[config.mk]
export PLATFORM = sky130hd
export DESIGN_NAME = serial_paralell
export DESIGN_NICKNAME = d
export VERILOG_FILES = /design/src/rtl/serial_paralell.sv
export SDC_FILE = /design/constraint.sdc
export NUM_CORES = 1
export LEC_CHECK = 0
export BUFFER_PORTS_ARGS = -buffer_cell sky130_fd_sc_hd__buf_2
export CAP_MARGIN = 10
export CORE_ASPECT_RATIO = 1.1
export CORE_MARGIN = 4
export CORE_UTILIZATION = 25
export CTS_CLUSTER_SIZE = 30
export DETAILED_ROUTE_END_ITERATION = 8
export HOLD_SLACK_MARGIN = 0.08
export SETUP_SLACK_MARGIN = 0.1
export SYNTH_ARGS = -nofsm -noshare
export SYNTH_HDL_FRONTEND = slang
export SYNTH_SLANG_ARGS = --single-unit
[constraint.sdc]
create_clock -name clk_12M -period 5.55 [get_ports clk_12M]
set_clock_uncertainty 0.1 [all_clocks]
set_input_delay 0.2775 -clock clk_12M [delete_from_list [all_inputs] [get_ports clk_12M]]
set_output_delay 0.2775 -clock clk_12M [all_outputs]
set_load 0.05 [all_outputs]
[src/rtl/serial_paralell.sv]
`default_nettype none
// ============================================================================
// Module   : serial_paralell
// Desc     : I2S-style receiver. Deserialises left-justified, MSB-first
//            left/right words and presents each complete pair with a strobe.
// Revision : 1.0
// ============================================================================
module serial_paralell #(
    parameter int DATA_W      = 24,
    parameter int SYNC_STAGES = 2
) (
    input  logic              clk_12M,
    input  logic              rst,
    input  logic              start,
    input  logic              bclk,
    input  logic              lrclk,
    input  logic              data_serial,
    output logic [DATA_W-1:0] data_left,
    output logic [DATA_W-1:0] data_right,
    output logic              sample_valid,
    output logic              frame_err
);
    localparam int CNT_W = $clog2(DATA_W + 1);
    localparam logic [CNT_W-1:0] c_LAST = CNT_W'(DATA_W - 1);

    typedef enum logic [2:0] {
        ST_IDLE        = 3'd0,
        ST_LEFT_SHIFT  = 3'd1,
        ST_LEFT_WAIT   = 3'd2,
        ST_RIGHT_SHIFT = 3'd3,
        ST_RIGHT_WAIT  = 3'd4
    } state_t;

    state_t r_state;
    state_t w_next;

    logic [SYNC_STAGES-1:0] r_bclk_sync;
    logic [SYNC_STAGES-1:0] r_lr_sync;
    logic [SYNC_STAGES-1:0] r_data_sync;
    logic                   r_bclk_d;
    logic                   r_lr_d;
    logic [DATA_W-2:0]      r_sr;
    logic [DATA_W-1:0]      r_left_hold;
    logic [CNT_W-1:0]       r_cnt;

    logic              w_bclk_s;
    logic              w_lr_s;
    logic              w_data_s;
    logic              w_bclk_rise;
    logic              w_lr_rise;
    logic              w_lr_fall;
    logic              w_lr_edge;
    logic              w_take;
    logic              w_last;
    logic [DATA_W-1:0] w_word;
    logic              w_clr;
    logic              w_shift;
    logic              w_ld_left;
    logic              w_ld_out;
    logic              w_err;

    assign w_bclk_s    = r_bclk_sync[SYNC_STAGES-1];
    assign w_lr_s      = r_lr_sync[SYNC_STAGES-1];
    assign w_data_s    = r_data_sync[SYNC_STAGES-1];
    assign w_bclk_rise = w_bclk_s & ~r_bclk_d;
    assign w_lr_rise   = w_lr_s & ~r_lr_d;
    assign w_lr_fall   = ~w_lr_s & r_lr_d;
    assign w_lr_edge   = w_lr_rise | w_lr_fall;
    // A bit clock edge coincident with a word-select edge belongs to neither word.
    assign w_take      = w_bclk_rise & ~w_lr_edge;
    assign w_last      = (r_cnt == c_LAST);
    assign w_word      = {r_sr, w_data_s};

    always_ff @(posedge clk_12M or posedge rst) begin
        if (rst) begin
            r_bclk_sync <= '0;
            r_lr_sync   <= '0;
            r_data_sync <= '0;
            r_bclk_d    <= 1'b0;
            r_lr_d      <= 1'b0;
        end else begin
            r_bclk_sync <= {r_bclk_sync[SYNC_STAGES-2:0], bclk};
            r_lr_sync   <= {r_lr_sync[SYNC_STAGES-2:0], lrclk};
            r_data_sync <= {r_data_sync[SYNC_STAGES-2:0], data_serial};
            r_bclk_d    <= w_bclk_s;
            r_lr_d      <= w_lr_s;
        end
    end

    always_ff @(posedge clk_12M or posedge rst) begin
        if (rst) begin
            r_state <= ST_IDLE;
        end else begin
            r_state <= w_next;
        end
    end

    always_comb begin
        w_next    = r_state;
        w_clr     = 1'b0;
        w_shift   = 1'b0;
        w_ld_left = 1'b0;
        w_ld_out  = 1'b0;
        w_err     = 1'b0;
        if (!start) begin
            w_next = ST_IDLE;
            w_clr  = 1'b1;
        end else begin
            case (r_state)
                ST_IDLE: begin
                    if (w_lr_rise) begin
                        w_next = ST_LEFT_SHIFT;
                        w_clr  = 1'b1;
                    end
                end
                ST_LEFT_SHIFT: begin
                    if (w_lr_edge) begin
                        w_err  = 1'b1;
                        w_clr  = 1'b1;
                        w_next = w_lr_rise ? ST_LEFT_SHIFT : ST_IDLE;
                    end else if (w_take) begin
                        w_shift = 1'b1;
                        if (w_last) begin
                            w_ld_left = 1'b1;
                            w_next    = ST_LEFT_WAIT;
                        end
                    end
                end
                ST_LEFT_WAIT: begin
                    if (w_lr_edge) begin
                        w_next = ST_RIGHT_SHIFT;
                        w_clr  = 1'b1;
                    end
                end
                ST_RIGHT_SHIFT: begin
                    if (w_lr_edge) begin
                        w_err  = 1'b1;
                        w_clr  = 1'b1;
                        w_next = w_lr_rise ? ST_LEFT_SHIFT : ST_IDLE;
                    end else if (w_take) begin
                        w_shift = 1'b1;
                        if (w_last) begin
                            w_ld_out = 1'b1;
                            w_next   = ST_RIGHT_WAIT;
                        end
                    end
                end
                ST_RIGHT_WAIT: begin
                    if (w_lr_edge) begin
                        w_next = ST_LEFT_SHIFT;
                        w_clr  = 1'b1;
                    end
                end
                default: begin
                    w_next = ST_IDLE;
                    w_clr  = 1'b1;
                end
            endcase
        end
    end

    always_ff @(posedge clk_12M or posedge rst) begin
        if (rst) begin
            r_sr         <= '0;
            r_cnt        <= '0;
            r_left_hold  <= '0;
            data_left    <= '0;
            data_right   <= '0;
            sample_valid <= 1'b0;
            frame_err    <= 1'b0;
        end else begin
            sample_valid <= w_ld_out;
            frame_err    <= w_err;
            if (w_clr) begin
                r_cnt <= '0;
                r_sr  <= '0;
            end else if (w_shift) begin
                r_cnt <= r_cnt + 1'b1;
                r_sr  <= w_word[DATA_W-2:0];
            end
            if (w_err) begin
                r_left_hold <= '0;
            end else if (w_ld_left) begin
                r_left_hold <= w_word;
            end
            if (w_ld_out) begin
                data_left  <= r_left_hold;
                data_right <= w_word;
            end
        end
    end

endmodule
`default_nettype wire

# Word level (Yosys, flattened, before mapping)
# Index checks and enable logic that the tools add are counted.
dict set report totals {
  reg_bits 113
  in_bits 6
  out_inout_bits 50
  wordCells 76
}
dict set report op_classes {
  add_sub_neg 1
  n_eq_ne 12
  mux 35
  bitwise 9
  reduce_logical 6
}
# cell count
set ops {}
lappend ops {{2-to-1 mux 24 bit} 2}
lappend ops {{2-to-1 mux 23 bit} 2}
lappend ops {{2-to-1 mux 3 bit} 10}
lappend ops {{2-to-1 mux 1 bit} 17}
lappend ops {{inequality test 4 bit (second input constant)} 4}
lappend ops {{one-hot mux 3 bit (5 select lines)} 1}
lappend ops {{2-to-1 mux 5 bit} 2}
lappend ops {{inequality test 3 bit (second input constant)} 3}
lappend ops {{AND reduction 7 bit} 1}
lappend ops {{== test 3 x 2 -> 1 bit (second input constant)} 2}
lappend ops {{adder 5 x 1 -> 5 bit (second input constant)} 1}
lappend ops {{== test 5 bit (second input constant)} 1}
lappend ops {{AND 1 bit} 4}
lappend ops {{NOT 1 bit} 4}
lappend ops {{nonzero test 2 bit} 2}
lappend ops {{OR reduction 4 bit} 1}
lappend ops {{== test 3 x 1 -> 1 bit (second input constant)} 1}
lappend ops {{== test 3 bit (second input constant)} 1}
lappend ops {{logical NOT 3 bit} 1}
lappend ops {{one-hot mux 1 bit (2 select lines)} 1}
lappend ops {{OR reduction 2 bit} 1}
lappend ops {{OR 1 bit} 1}

# Longest topological paths before layout
dict set report logic_depth {
  word_depth 11
  depth_mapped 9
  depth_no_buf 5
}

# Worst setup path before layout
# Ideal clock, no wire load.
dict set report synth_timing {
  path_kind {reg-to-reg}
  from {reg r_lr_sync[1]}
  to {reg data_left[22]}
  setup_time_ns 0.125
  arrival_ns 1.869
  required_time_ns 5.325
  path_slack_ns 3.456
  stages_incl_launch_ff 9
  n_path_buf 4
  period_less_slack_ns 2.094
  path_cell_list {dfrtp_1 -> ha_1 -> buf_4 -> and3b_1 -> buf_4 -> nand4_2 -> buf_4 -> buf_6 -> mux2_4}
}
dict set report synth_between {
  elab_chain_len 9
  word_cells_on_any_way 10
  classes_between {mux: 4; bitwise: 6}
}
# element line_no
set synth_rtl {}
lappend synth_rtl {{from (decl)} 38} ;# logic [SYNC_STAGES-1:0] r_lr_sync;
lappend synth_rtl {{from (signal assigned)} 83} ;# r_lr_sync <= {r_lr_sync[SYNC_STAGES-2:0], lrclk};
lappend synth_rtl {{NOT 1 bit} 67} ;# assign w_lr_fall = ~w_lr_s & r_lr_d;
lappend synth_rtl {{AND 1 bit} 67}
lappend synth_rtl {{OR 1 bit *} 68} ;# assign w_lr_edge = w_lr_rise | w_lr_fall;
lappend synth_rtl {{NOT 1 bit} 70} ;# assign w_take = w_bclk_rise & ~w_lr_edge;
lappend synth_rtl {{AND 1 bit} 70}
lappend synth_rtl {{2-to-1 mux 1 bit} 140} ;# end else if (w_take) begin
lappend synth_rtl {{2-to-1 mux 1 bit *} -}
lappend synth_rtl {{2-to-1 mux 1 bit *} 109} ;# case (r_state)
lappend synth_rtl {{2-to-1 mux 1 bit *} 105} ;# if (!start) begin
lappend synth_rtl {{to (signal assigned)} 187} ;# data_left <= r_left_hold;
lappend synth_rtl {{to (decl)} 18} ;# output logic [DATA_W-1:0] data_left,
# Every way passes the cells marked *; elsewhere a longest branch is shown, timed or not.
# A chain may end at the register's enable or synchronous reset.

# Final worst setup path
dict set report layout_timing {
  from {reg r_lr_sync[1]}
  to {reg data_right[23]}
}
dict set report layout_between {
  elab_chain_len 9
  word_cells_on_any_way 10
  classes_between {mux: 4; bitwise: 6}
}
# element line_no
set layout_rtl {}
lappend layout_rtl {{NOT 1 bit} 67}
lappend layout_rtl {{AND 1 bit} 67}
lappend layout_rtl {{OR 1 bit *} 68}
lappend layout_rtl {{NOT 1 bit} 70}
lappend layout_rtl {{AND 1 bit} 70}
lappend layout_rtl {{2-to-1 mux 1 bit} 140}
lappend layout_rtl {{2-to-1 mux 1 bit *} -}
lappend layout_rtl {{2-to-1 mux 1 bit *} 109}
lappend layout_rtl {{2-to-1 mux 1 bit *} 105}
lappend layout_rtl {{to (signal assigned)} 188} ;# data_right <= w_word;
lappend layout_rtl {{to (decl)} 19} ;# output logic [DATA_W-1:0] data_right,
# Marks and branches as above.

==> key figures <==
Place
  • Port Buf Inserts: 55
  • Placed Cells incl. Taps: 670
  • Placer's final routability congestion estimate: 0.688
  • Post-DP HPWL: 6.78 mm

Worst setup path
  • Data required, critical path: 5.73 ns
  • Critical Path Start Type: flip-flop
  • Worst reg2reg path depth: 4
  • Endpoint arrival time on the critical path: 3.77 ns
  • Critical Path End Type: flip-flop
  • Highest fanout seen on the critical path: 48
  • Type of the setup path with the least slack: flip-flop to flip-flop

Layout
  • Layout filler cell count: 1989
  • Count of placed standard cells in the final layout, fillers left out: 707
  • Ant. Diodes: 0
  • Share of final-layout standard cells stronger than drive strength 1: 36.7%
  • Synth-to-Final Area Change: 21.4%
  • Count of nets after finishing: 451

Outcome
  • Run status: complete, no violations

Floorplanning
  • Initial core utilization: 25.4%
  • Floorplan core area: 19800 sq um
  • Die boundary height: 157 microns
  • I/O pin count: 56
  • Area enclosed by the die boundary: 22500 sq um
  • Overall die width: 143 microns
  • Total number of placement rows: 54

GRT
  • Via count of the first global-routing pass: 3495
  • GRT Total Usage: 10.0%
  • Overall overflow remaining after global route: 0
  • Initial antenna violation count: 0
  • Maximum number of pins on one net before global-route repair: 75
  • Wire length of the first global-routing pass: 17.9 mm

Yosys
  • Gate count of the mapped netlist: 391
  • Number of enable flip-flop cells after synthesis: 0
  • Unique cell type count in the Yosys netlist: 38
  • Asr flop ratio synth: 100%
  • Synth area leader: sky130_fd_sc_hd__dfrtp_1
  • Top-area cell type share of the netlist area: 56.2%
  • Net Count, Synth: 400
  • Most frequently used cell type in the post-synthesis netlist: sky130_fd_sc_hd__dfrtp_1
  • Area of the mapped netlist: 5030 sq um
  • Main area contributors after synthesis: sky130_fd_sc_hd__dfrtp_1, sky130_fd_sc_hd__mux2_2, sky130_fd_sc_hd__a221oi_2
  • Post-synthesis sequential element count: 113
  • Syn_area_per_cell: 12.9 sq um
  • Ys flop type: sky130_fd_sc_hd__dfrtp_1
  • Leading post-synthesis cells by instance count: sky130_fd_sc_hd__dfrtp_1, sky130_fd_sc_hd__inv_1, sky130_fd_sc_hd__mux2_2, sky130_fd_sc_hd__nand2_1, sky130_fd_sc_hd__nand3_1
  • Number of warnings printed during yosys synthesis: 0
  • Sequential element share of the synthesized area: 56.2%

Pwr
  • Power Internal: 1.52 mW
  • Combinational share of power: 3.6%
  • Power density over the cells: 321 nW/um^2
  • Switching power: 0.438 mW
  • Leakage power summed over all cells: 2.97 nW
  • Clock network power share: 54.0%
  • Peak supply drop: 0.172 mV
  • Fraction of power consumed by sequential logic: 42.4%
  • Switching Share: 22.3%

Timing
  • Worst hold margin: 0.252 ns
  • Timing-limited maximum frequency: 279 MHz
  • Actual transition at the worst max-transition pin: 1.18 ns
  • Fin. Hold Viols: 0
  • Shortest clock period the worst path allows after layout: 3.59 ns
  • Share of the clock period used by the worst path: 64.6%
  • RSZ-0062 raised after global routing: no
  • Max_slew headroom: 21.4%
  • Setup violators final: 0
  • Total count of max-transition violations in the final report: 0
  • Setup TNS: 0 ns

Job
  • Max-cap violation count: 0

Clock tree
  • Gates resized, CTS repair: 0
  • Insertion delay to the later sink of the worst-skew pair: 0.40 ns
  • CTS clk-pin slew, worst paths: 0.05 ns
  • Num CTS Buffers: 17
  • Clock tree from TritonCTS: built
  • Count of H-tree levels built during CTS: 4
  • Maximum clock path buffer count: 2
  • Clock sink count: 113
  • Cell chosen for the clock root: sky130_fd_sc_hd__clkbuf_16

Hold path
  • Worst min-delay path category: flip-flop to flip-flop
  • Hold Crit Depth: 0

Detailed routing
  • DRT antenna net count: 0
  • Via count: 3228
  • Total routed wirelength: 10.7 mm
  • DRT Pass-1 Iters: 4
  • Number of remaining DRC errors: 0
  • Routed length per instance: 15.1 microns
  • Number of DRC markers after the initial detailed-route iteration: 188
  • Vias per inst: 4.57
## per-stage QoR
| stage | power [mW] | utilization, % | instance area (sq um) | setup WS, ns |
|---|---|---|---|---|
| finish | 1.96 | 30.9 | 6110 | 1.96 |
| global route | 2.03 | 30.9 | 6110 | 1.71 |
| CTS | 1.98 | 30.9 | 6110 | 1.93 |
| detailed placement | 0.916 | 27.6 | 5470 | 1.95 |
| global placement | 0.912 | 27.6 | 5470 | 2.06 |
| floorplan | 0.901 | - | 5030 | 2.19 |
## what timing repair did
action,CTS,global route
hold endpoints to repair,43,0
hold buffers,5,0
setup buffers,0,0
## cells by family (layout without fill, tap and decap cells)
| group | count (synthesis) | in the layout | synth area share (%) |
|---|---|---|---|
| buf+inv | 63 | 127 | 6.32 |
| mux | 72 | 72 | 17.0 |
| simple gates | 77 | 77 | 8.46 |
| flops | 113 | 113 | 56.2 |
| fa+ha+maj | 3 | 3 | 0.746 |
| compound gates | 63 | 63 | 11.3 |
## power by group through the flow
| stage | clock, mW | sequential (mW) | combinational [mW] |
|---|---|---|---|
| 2_1_floorplan | 0 | 0.846 | 0.0549 |
| 3_3_place_gp | 0 | 0.845 | 0.0667 |
| 3_5_place_dp | 0 | 0.846 | 0.0700 |
| 4_1_cts | 1.08 | 0.832 | 0.0732 |
| 5_1_grt | 1.12 | 0.832 | 0.0795 |
| 6_report | 1.06 | 0.832 | 0.0713 |
## layout make-up
| cell class | instances | area, sq um | area share (%) |
|---|---|---|---|
| inverter | 29 | 111 | 1.82 |
| timing repair buffer | 66 | 370 | 6.06 |
| clock buffer | 19 | 453 | 7.41 |
| multi-input combinational | 215 | 1900 | 31.0 |
| tap | 252 | 315 | 5.16 |
| sequential | 113 | 2830 | 46.3 |
| clock inverter | 13 | 135 | 2.21 |
## layer usage
layer / wire length [microns] / vias up / global-route usage, %
met5: 0 / - / 0
met4: 194 / 0 / 4.57
met3: 481 / 13 / 2.75
met2: 5450 / 77 / 16.8
met1: 4550 / 1641 / 12.0
li1: - / 1497 / -
## registers in the layout, indices dropped and copies added, names as in the netlist
| signal | cells |
|---|---|
| r_data_sync | 2 |
| r_lr_d | 1 |
| sample_valid | 1 |
| r_cnt | 5 |
| r_sr | 23 |
| r_lr_sync | 2 |
| data_left | 24 |
| data_right | 24 |
| r_bclk_sync | 2 |
| r_left_hold | 24 |
| frame_err | 1 |
| r_state | 3 |
| r_bclk_d | 1 |
## worst max-delay path, stage by stage (launching register included)
cell,delay [ns]
sky130_fd_sc_hd__dfrtp_1,0.40
sky130_fd_sc_hd__ha_1,0.44
sky130_fd_sc_hd__and3b_1,0.92
sky130_fd_sc_hd__nand4_4,0.96
sky130_fd_sc_hd__mux2_4,0.61
## worst paths after layout
check / from / to / slack [ns]
max in group asynchronous: rst / r_sr[14]$_DFFE_PP0P_ / 3.69
worst min-delay path: r_bclk_sync[0]$_DFF_PP0_ / r_bclk_sync[1]$_DFF_PP0_ / 0.25
min in group asynchronous: rst / r_left_hold[5]$_DFFE_PP0P_ / 0.36
worst max register to register: r_lr_sync[1]$_DFF_PP0_ / data_right[23]$_DFFE_PP0P_ / 1.96
worst min register to register: r_bclk_sync[0]$_DFF_PP0_ / r_bclk_sync[1]$_DFF_PP0_ / 0.25
worst max-delay path: r_lr_sync[1]$_DFF_PP0_ / data_right[23]$_DFFE_PP0P_ / 1.96
## cells in the final DEF, fill, tap and decap left out, types with 4 or more instances in the layout
master                          synthesis  routed
sky130_fd_sc_hd__o21ai_0               25      25
sky130_fd_sc_hd__inv_1                 29      28
sky130_fd_sc_hd__mux2i_1               24      24
sky130_fd_sc_hd__mux2_2                28      28
sky130_fd_sc_hd__nand2_1               27      27
sky130_fd_sc_hd__dlygate4sd3_1          0       5
sky130_fd_sc_hd__clkinvlp_4             0       5
sky130_fd_sc_hd__nand3_1               27      27
sky130_fd_sc_hd__mux2_4                20      20
sky130_fd_sc_hd__a221oi_2              20      20
sky130_fd_sc_hd__buf_2                  8      55
sky130_fd_sc_hd__dfrtp_1              113     113
sky130_fd_sc_hd__buf_4                  5       6
sky130_fd_sc_hd__clkbuf_16              0      17
sky130_fd_sc_hd__clkinv_2               0       4
sky130_fd_sc_hd__a221oi_1               8       8
(Power assumes the default switching activity.)
